[src/rtl/riscv_pkg.sv]
// rtl/riscv_pkg.sv - RV32I decode encodings, immediate formats and ID/EX register layout
package riscv_pkg;

    localparam int XLEN  = 32;
    localparam int REG_W = 5;

    localparam logic [6:0] OP_R      = 7'b0110011;
    localparam logic [6:0] OP_I      = 7'b0010011;
    localparam logic [6:0] OP_LOAD   = 7'b0000011;
    localparam logic [6:0] OP_STORE  = 7'b0100011;
    localparam logic [6:0] OP_BRANCH = 7'b1100011;
    localparam logic [6:0] OP_JAL    = 7'b1101111;
    localparam logic [6:0] OP_LUI    = 7'b0110111;

    localparam logic [2:0] ALU_ADD = 3'b000;
    localparam logic [2:0] ALU_SUB = 3'b001;
    localparam logic [2:0] ALU_AND = 3'b010;
    localparam logic [2:0] ALU_OR  = 3'b011;
    localparam logic [2:0] ALU_SLT = 3'b101;

    localparam logic [1:0] RES_ALU = 2'b00;
    localparam logic [1:0] RES_MEM = 2'b01;
    localparam logic [1:0] RES_PC4 = 2'b10;

    typedef enum logic [2:0] {IMM_I, IMM_S, IMM_B, IMM_J, IMM_U} imm_src_t;

    typedef struct packed {
        logic [XLEN-1:0]  rd1;
        logic [XLEN-1:0]  rd2;
        logic [XLEN-1:0]  imm;
        logic [XLEN-1:0]  pc;
        logic [XLEN-1:0]  pc4;
        logic [REG_W-1:0] rs1;
        logic [REG_W-1:0] rs2;
        logic [REG_W-1:0] rd;
        logic             reg_write;
        logic             mem_write;
        logic             mem_read;
        logic             alu_src;
        logic             branch;
        logic             jump;
        logic [1:0]       result_src;
        logic [2:0]       alu_control;
    } id_ex_t;

    function automatic logic [XLEN-1:0] gen_imm(input logic [31:0] ins, input imm_src_t src);
        case (src)
            IMM_S:   gen_imm = {{20{ins[31]}}, ins[31:25], ins[11:7]};
            IMM_B:   gen_imm = {{19{ins[31]}}, ins[31], ins[7], ins[30:25], ins[11:8], 1'b0};
            IMM_J:   gen_imm = {{11{ins[31]}}, ins[31], ins[19:12], ins[20], ins[30:21], 1'b0};
            IMM_U:   gen_imm = {ins[31:12], 12'b0};
            default: gen_imm = {{20{ins[31]}}, ins[31:20]};
        endcase
    endfunction

endpackage

[src/rtl/reg_file.sv]
// rtl/reg_file.sv - 32-entry register file, two async reads, one write, x0 hardwired, write bypass
module reg_file #(
    parameter int DATA_W = 32,
    parameter int ADDR_W = 5
) (
    input  logic              clk,
    input  logic              rst_n,
    input  logic [ADDR_W-1:0] ra1,
    input  logic [ADDR_W-1:0] ra2,
    output logic [DATA_W-1:0] rd1,
    output logic [DATA_W-1:0] rd2,
    input  logic              we,
    input  logic [ADDR_W-1:0] wa,
    input  logic [DATA_W-1:0] wd
);

    logic [DATA_W-1:0] regs [0:(1<<ADDR_W)-1];
    logic              wr_en;

    assign wr_en = we && (wa != '0);

    always_ff @(posedge clk or negedge rst_n) begin
        if (!rst_n) begin
            for (int i = 0; i < (1 << ADDR_W); i++) regs[i] <= '0;
        end else if (wr_en) begin
            regs[wa] <= wd;
        end
    end

    // Writeback lands in the same cycle it is read, so decode sees it without waiting an edge
    assign rd1 = (ra1 == '0) ? '0 : (wr_en && wa == ra1) ? wd : regs[ra1];
    assign rd2 = (ra2 == '0) ? '0 : (wr_en && wa == ra2) ? wd : regs[ra2];

endmodule

[src/rtl/decode_stage.sv]
// rtl/decode_stage.sv - RV32I ID stage: decode, register read, immediate, hazard detect, ID/EX register
module decode_stage
    import riscv_pkg::*;
#(
    parameter int ADDR_WIDTH = 32,
    parameter int REG_ADDR_W = 5
) (
    input  logic                  clk,
    input  logic                  rst_n,
    input  logic [ADDR_WIDTH-1:0] Ins_D,
    input  logic [ADDR_WIDTH-1:0] PC_D,
    input  logic [ADDR_WIDTH-1:0] PC_4D,
    input  logic                  PCSrc_E,
    input  logic                  RegWrite_W,
    input  logic [REG_ADDR_W-1:0] Rd_W,
    input  logic [ADDR_WIDTH-1:0] Result_W,
    output logic                  PC_Write,
    output logic                  IF_ID_Write,
    output logic [ADDR_WIDTH-1:0] RD1_E,
    output logic [ADDR_WIDTH-1:0] RD2_E,
    output logic [ADDR_WIDTH-1:0] Imm_E,
    output logic [ADDR_WIDTH-1:0] PC_E,
    output logic [ADDR_WIDTH-1:0] PC_4E,
    output logic [REG_ADDR_W-1:0] Rs1_E,
    output logic [REG_ADDR_W-1:0] Rs2_E,
    output logic [REG_ADDR_W-1:0] Rd_E,
    output logic                  RegWrite_E,
    output logic                  MemWrite_E,
    output logic                  MemRead_E,
    output logic                  ALUSrc_E,
    output logic                  Branch_E,
    output logic                  Jump_E,
    output logic [1:0]            ResultSrc_E,
    output logic [2:0]            ALUControl_E
);

    logic [6:0]            opcode;
    logic [2:0]            funct3;
    logic [REG_ADDR_W-1:0] rs1_raw, rs1_sel, rs2, rd;
    logic [2:0]            alu_funct;
    logic                  uses_rs2, stall;
    imm_src_t              imm_src;
    id_ex_t                id_ex_d, id_ex_q;
    logic [ADDR_WIDTH-1:0] rf_rd1, rf_rd2;

    assign opcode  = Ins_D[6:0];
    assign funct3  = Ins_D[14:12];
    assign rs1_raw = Ins_D[19:15];
    assign rs2     = Ins_D[24:20];
    assign rd      = Ins_D[11:7];

    always_comb begin
        case (funct3)
            3'b000:  alu_funct = (opcode == OP_R && Ins_D[30]) ? ALU_SUB : ALU_ADD;
            3'b111:  alu_funct = ALU_AND;
            3'b110:  alu_funct = ALU_OR;
            3'b010:  alu_funct = ALU_SLT;
            default: alu_funct = ALU_ADD;
        endcase
    end

    always_comb begin
        id_ex_d  = '0;
        imm_src  = IMM_I;
        rs1_sel  = rs1_raw;
        uses_rs2 = 1'b0;
        case (opcode)
            OP_R: begin
                id_ex_d.reg_write   = 1'b1;
                id_ex_d.alu_control = alu_funct;
                uses_rs2            = 1'b1;
            end
            OP_I: begin
                id_ex_d.reg_write   = 1'b1;
                id_ex_d.alu_src     = 1'b1;
                id_ex_d.alu_control = alu_funct;
            end
            OP_LOAD: begin
                id_ex_d.reg_write  = 1'b1;
                id_ex_d.mem_read   = 1'b1;
                id_ex_d.alu_src    = 1'b1;
                id_ex_d.result_src = RES_MEM;
            end
            OP_STORE: begin
                id_ex_d.mem_write = 1'b1;
                id_ex_d.alu_src   = 1'b1;
                imm_src           = IMM_S;
                uses_rs2          = 1'b1;
            end
            OP_BRANCH: begin
                id_ex_d.branch      = 1'b1;
                id_ex_d.alu_control = ALU_SUB;
                imm_src             = IMM_B;
                uses_rs2            = 1'b1;
            end
            OP_JAL: begin
                id_ex_d.reg_write  = 1'b1;
                id_ex_d.jump       = 1'b1;
                id_ex_d.result_src = RES_PC4;
                imm_src            = IMM_J;
            end
            OP_LUI: begin
                // lui is executed as x0 + imm on the ALU
                id_ex_d.reg_write = 1'b1;
                id_ex_d.alu_src   = 1'b1;
                imm_src           = IMM_U;
                rs1_sel           = '0;
            end
            default: ;
        endcase
        id_ex_d.rd1 = rf_rd1;
        id_ex_d.rd2 = rf_rd2;
        id_ex_d.imm = gen_imm(Ins_D, imm_src);
        id_ex_d.pc  = PC_D;
        id_ex_d.pc4 = PC_4D;
        id_ex_d.rs1 = rs1_sel;
        id_ex_d.rs2 = rs2;
        id_ex_d.rd  = rd;
    end

    reg_file #(.DATA_W(ADDR_WIDTH), .ADDR_W(REG_ADDR_W)) u_reg_file (
        .clk   (clk),
        .rst_n (rst_n),
        .ra1   (rs1_sel),
        .ra2   (rs2),
        .rd1   (rf_rd1),
        .rd2   (rf_rd2),
        .we    (RegWrite_W),
        .wa    (Rd_W),
        .wd    (Result_W)
    );

    assign stall = id_ex_q.mem_read && (id_ex_q.rd != '0) &&
                   ((id_ex_q.rd == rs1_raw) || (uses_rs2 && id_ex_q.rd == rs2));

    // A redirect in EX discards the stalled instruction anyway, so fetch must advance
    assign PC_Write    = PCSrc_E || !stall;
    assign IF_ID_Write = PCSrc_E || !stall;

    always_ff @(posedge clk or negedge rst_n) begin
        if (!rst_n)                id_ex_q <= '0;
        else if (PCSrc_E || stall) id_ex_q <= '0;
        else                       id_ex_q <= id_ex_d;
    end

    assign RD1_E        = id_ex_q.rd1;
    assign RD2_E        = id_ex_q.rd2;
    assign Imm_E        = id_ex_q.imm;
    assign PC_E         = id_ex_q.pc;
    assign PC_4E        = id_ex_q.pc4;
    assign Rs1_E        = id_ex_q.rs1;
    assign Rs2_E        = id_ex_q.rs2;
    assign Rd_E         = id_ex_q.rd;
    assign RegWrite_E   = id_ex_q.reg_write;
    assign MemWrite_E   = id_ex_q.mem_write;
    assign MemRead_E    = id_ex_q.mem_read;
    assign ALUSrc_E     = id_ex_q.alu_src;
    assign Branch_E     = id_ex_q.branch;
    assign Jump_E       = id_ex_q.jump;
    assign ResultSrc_E  = id_ex_q.result_src;
    assign ALUControl_E = id_ex_q.alu_control;

endmodule
[config.mk]
export PLATFORM = sky130hd
export DESIGN_NAME = decode_stage
export DESIGN_NICKNAME = d
export VERILOG_FILES = /design/src/rtl/riscv_pkg.sv /design/src/rtl/reg_file.sv /design/src/rtl/decode_stage.sv
export SDC_FILE = /design/constraint.sdc
export NUM_CORES = 2
export LEC_CHECK = 0
export BUFFER_PORTS_ARGS = -buffer_cell sky130_fd_sc_hd__buf_4
export CAP_MARGIN = 5
export CORE_MARGIN = 2
export CORE_UTILIZATION = 31
export CTS_CLUSTER_DIAMETER = 50
export DETAILED_ROUTE_END_ITERATION = 16
export PLACE_DENSITY_LB_ADDON = 0.12
export SYNTH_ARGS = -nofsm -noshare
export SYNTH_HDL_FRONTEND = slang
export SYNTH_SLANG_ARGS = --single-unit
[constraint.sdc]
create_clock -name clk -period 2.76 [get_ports clk]
set_input_delay 0.276 -clock clk [delete_from_list [all_inputs] [get_ports clk]]
set_output_delay 0.276 -clock clk [all_outputs]
set_load 0.01 [all_outputs]
-- Word level (Yosys, flattened, before mapping)
Cells that the tools add are included.
- logic and storage cells: 122
- output and inout port bits: 188
- input bits: 137
- bits in registers: 1210
- magnitude comparators: 4
- reductions and logical operators: 21
- eq/ne operators: 18
- muxes and demuxes: 28
- bitwise gates (word level): 3
- operators with widths (operator ; count):
    bitwise mux 1024 bit ; 1
    binary-select mux 32 bit (select 5 bit) ; 2
    two-way mux 32 bit ; 9
    two-way mux 186 bit ; 1
    demux 32 bit (select 5 bit) ; 1
    one-hot mux 31 bit (4 select lines) ; 1
    one-hot mux 3 bit (4 select lines) ; 2
    == test 7 x 6 -> 1 bit (second input constant) ; 3
    == test 5 bit ; 4
    greater-or-equal comparator 6 bit (second input constant) ; 3
    NOT 5 -> 6 bit ; 3
    == test 7 bit (second input constant) ; 2
    logical NOT 5 bit ; 2
    nonzero test 5 bit ; 2
    == test 3 x 2 -> 1 bit (second input constant) ; 3
    == test 3 bit (second input constant) ; 3
    logical AND 1 bit ; 8
    two-way mux 1 bit ; 8
    == test 7 x 2 -> 1 bit (second input constant) ; 1
    == test 7 x 5 -> 1 bit (second input constant) ; 1
    less-than comparator 6 x 1 -> 1 bit (second input constant) ; 1
    one-hot mux 3 bit (2 select lines) ; 1
    two-way mux 5 bit ; 1
    OR reduction 5 bit ; 1
    other kinds (8) ; 10

-- Longest topological paths before layout
- word-level depth: 9
- gate-level depth with buffers: 10
- mapped depth without buffers: 6

-- Hierarchy
From an unflattened synthesis, not the netlist that was laid out.
- cell total of the unflattened synthesis: 4556
- area, all modules: 63085.5 um^2
- by module, submodules not included (module ; instances ; seq. area each (um^2) ; area an instance (um^2) ; cells each):
    reg_file ; 1 ; 25624.6 ; 55291.8 ; 3878
    decode_stage ; 1 ; 4629.4 ; 7793.7 ; 678

-- Worst setup path after synthesis
OpenSTA, ideal clock, no wires.
- path type: input to register
- start point: input port Ins_D[20]
- end point: register id_ex_q (netlist bit RD2_E[10])
- library setup time: 0.142 ns
- stages: 7
- data arrival time: 1.964 ns
- path slack: 0.654 ns
- cells stage by stage: buf_2 buf_6 buf_4 mux4_2 mux4_2 mux2i_1 a211oi_1
- longest elaborated chain between the ends: 7
- ends and longest elaborated chain (item ; RTL line ; source):
    start: declaration ; decode_stage.sv:10 ; input logic [ADDR_WIDTH-1:0] Ins_D,
    NOT 5 -> 6 bit (implied by the code) ; reg_file.sv:32 ; assign rd2 = (ra2 == '0) ? '0 : (wr_en && wa == ra2) ? wd : regs[ra2];
    binary-select mux 32 bit (select 5 bit) ; reg_file.sv:32 ;
    two-way mux 32 bit (implied by the code) (2 in series) ; reg_file.sv:32 ;
    two-way mux 32 bit (2 in series) ; reg_file.sv:32 ;
    two-way mux 186 bit * ; decode_stage.sv:142 ; else if (PCSrc_E || stall) id_ex_q <= '0;
    end signal: assignment ; decode_stage.sv:143 ; else id_ex_q <= id_ex_d;
    end: declaration ; decode_stage.sv:43 ; id_ex_t id_ex_d, id_ex_q;
Every way passes the cells marked *; elsewhere a longest branch is shown, timed or not. The select of a mux whose other input is x is not followed.
A chain may end at the register's enable or synchronous reset.

-- Worst setup path in the final report
- start point: register id_ex_q (netlist bit Rd_E[1])
- end point: register id_ex_q (netlist bit RD2_E[7])
- longest elaborated chain between the ends: 6
- ends and longest elaborated chain (item ; RTL line ; source):
    == test 5 bit ; decode_stage.sv:134 ; ((id_ex_q.rd == rs1_raw) || (uses_rs2 && id_ex_q.rd == rs2));
    logical AND 1 bit ; decode_stage.sv:134 ;
    logical OR 1 bit ; decode_stage.sv:134 ;
    logical AND 1 bit * ; decode_stage.sv:133 ; assign stall = id_ex_q.mem_read && (id_ex_q.rd != '0) &&
    logical OR 1 bit * ; decode_stage.sv:142 ;
    two-way mux 186 bit * ; decode_stage.sv:142 ;
Every way passes the cells marked *; elsewhere a longest branch is shown, timed or not.

==> results.cfg <==
[logic_synthesis]
synth_seq_cells = 1209
muxShareOfSynthArea_pct = 33.5
yosys_warnings = 0
synth_xor_area_share_pct = 0.239
synth_top_family_by_area = multiplexers
avgSynthCellArea_um2 = 13.1
synth_area_um2 = 62200
synthFlopType = dfrtp_1
async_reset_ff_share_pct = 100
synthAdderAreaFrac_pct = 0
syn-instance-count = 4741
synth_edf_count = 0
yosys.area_share.simple_pct = 4.65
synthesis.nets = 4878
synth-compound-area-share_pct = 9.27
synthDistinctLibCells = 66
yosysSeqAreaShare_pct = 48.7

[drt]
ant_nets = 0
vias = 45200
routed_wirelength_mm = 256
drt-pass1-iter-count = 5
viasPerCell = 5.69
wl_per_cell_um = 32.2
drc = 0
drt_iter0_drc = 3804

[worst_setup_path]
cp_data_required_time_ns = 3.51
cp-end-kind = register
cp_max_fo = 3
ff2ff_path_depth = 8
crit_arrival_ns = 3.39
r2r-start = Rd_E[1]
ff2ff_setup_slack_ns = 0.12
r2r_end = RD2_E[7]
startpoint_type = register
critPathKind = reg2reg

[floorplanning]
fp-row-count = 164
dieArea_um2 = 204000
die_height_um = 452
die_x_um = 452
io_pins = 325
core-area_um2 = 199000
initial_core_util_pct = 31.2

[clocking]
numCtsBuffers = 169
path_clk_slew_ns = 0.06
clk_path_buf_depth = 3
insertion_delay_ns = 0.82
h-tree-depth = 4
cts-root-buf = clkbuf_16
cts_sinks = 1209
cts_tree = yes

[timing]
clock_skew_ns = 0.0184
drv_slew = 0
setup_tns_ns = 0
hold_viol_final = 0
max_freq_mhz = 378
period_share_pct = 95.8
slew_headroom_pct = 26.6
fin_crit_ns = 2.64
setup-violations-final = 0
worst_slew_pin_slew_ns = 1.10
rsz0062_at_grt = no

[finish]
areaGrowthSynthToFinish_pct = 24.8
layout_commonest_cell = dfrtp_1
final_cell_mix = dfrtp_1 (1,208), mux2_2 (1,050), buf_4 (482)
final_nets = 5273
drive_above_1_share_pct = 45.4
design_area_um2 = 77600

[global_routing]
gr-usage-met2_pct = 39.4
antenna_found_initial = 9
grt.total_usage_pct = 24.8
met3_usage_pct = 4.00
grt_use_met1_pct = 35.0
grt_max_degree = 99
gr-total-overflow = 0
top_usage_layer = met2
grt_pass1_vias = 46100
grt_pass1_wl_mm = 365

[placement]
place_congestion = 0.808
port_buffers = 324
dp_hpwl_mm = 158
post_dp_cell_area_um2 = 70100

[run]
cap_violations = 0

[hold_path]
hp-class = in2async

[power]
p_leak_nw = 33.9
power_density_nw_per_um2 = 735
ir_worst_vdd_mv = 0.609

[status]
outcome = finished, final reports clean
==> kinds of logic after synthesis <==
family	after synthesis
AOI/OAI and AO/OA	851
xor gates and xnor gates	17
buffers and inverters	542
DFF	1209
muxes	1537
and+or+nand+nor	585
==> critical path, stage by stage (launching register included) <==
cell           delay, ns
dfrtp_1             0.39
or4_1               0.53
o21a_1              0.27
buf_4               0.17
a21oi_4             0.17
o21ai_4             0.09
buf_12              0.15
a211oi_1            0.21
dlygate4sd3_1       0.60
==> cell usage after synthesis (3+ instances only) <==
master,instances,area [um2]
and2_1,78,488
nor2b_1,72,450
a21oi_1,257,1290
dfrtp_1,1209,30300
buf_1,52,195
a211oi_1,32,240
a221oi_1,62,543
o21a_1,33,248
nor2_1,171,642
o311ai_0,20,175
nor3b_1,3,22.5
o21ai_1,13,65.1
mux4_2,322,7250
a221o_1,93,931
and3_1,10,62.6
buf_4,23,173
nand4_1,3,18.8
mux2_1,67,754
nand3_1,10,50.1
nand3b_1,4,30.0
nand2_1,140,526
nor3_1,39,195
xor2_1,3,26.3
o22ai_1,32,200
o311ai_1,11,96.3
o211ai_1,34,255
o21ai_0,118,591
xnor2_1,14,123
or2_2,34,213
mux2_2,1050,11800
mux2i_1,98,981
buf_2,138,691
clkbuf_1,325,1220
nand2b_1,3,18.8
a32oi_1,3,26.3
o2111ai_1,32,280
o22a_1,32,280
a31oi_1,64,400
==> how the worst max path moves through the flow <==
stage	cells after the start	slack (ns)	endpoint	from
after floorplan	7	0.65	RD2_E[10]	Ins_D[20]
after global placement	8	0.02	RD1_E[1]	Ins_D[6]
after detailed placement	8	0.004	RD1_E[1]	Ins_D[6]
after CTS	8	0.03	IF_ID_Write	Rd_E[2]
after global routing	8	0.0009	IF_ID_Write	Rd_E[2]
final	8	0.12	RD2_E[7]	Rd_E[1]
==> through the flow <==
step,utilization (%),std cells,power (mW),hold slack [ns],setup slack [ns]
after global routing,38.9,7939,59.4,0.0616,0.000863
final,38.9,7941,57.0,0.0594,0.117
after floorplan,-,4741,29.3,-0.0196,0.654
after CTS,38.9,7937,57.4,0.0239,0.0258
after global placement,35.2,7486,33.3,0.263,0.0164
after detailed placement,35.2,7486,33.4,0.265,0.00356
==> where the power goes <==
| part | leakage [nW] | internal, mW | switching, mW |
|---|---|---|---|
| combinational | 15.3 | 5.79 | 4.41 |
| clock | 2.96 | 14.5 | 9.16 |
| sequential | 15.6 | 20.8 | 2.41 |
| total | 33.9 | 41.1 | 16.0 |
==> final cells by class <==
type	count	area, um2
Clock buffer	217	4720
Clock inverter	99	1370
Timing Repair Buffer	764	7880
Inverter	2	7.51
Tap cell	2656	3320
Fill cell	19000	122000
Sequential cell	1209	30300
Multi-Input combinational cell	2990	30000
Antenna cell	4	10.0
==> flip-flops by register name, indices dropped and copies added (netlist names) <==
name	count
ALUControl_E	3
ALUSrc_E	1
Branch_E	1
Imm_E	32
Jump_E	1
MemRead_E	1
MemWrite_E	1
PC_4E	32
PC_E	32
RD1_E	32
RD2_E	32
Rd_E	5
RegWrite_E	1
ResultSrc_E	1
Rs1_E	5
Rs2_E	5
u_reg_file.regs	1024
==> what timing repair did <==
item,4_1_cts,5_1_grt
pin swaps,2,4
buffers inserted,5,0
gates resized for setup,5,6
endpoints found under the setup margin,2,3
endpoints found under the hold margin,1627,0
hold buffers,131,0
==> per-layer routing <==
layer	vias up	part of all wire, %
li1	18700	-
met1	24400	45
met2	1644	46
met3	346	5.7
met4	0	2.7
met5	-	0
(Power assumes the default switching activity.)
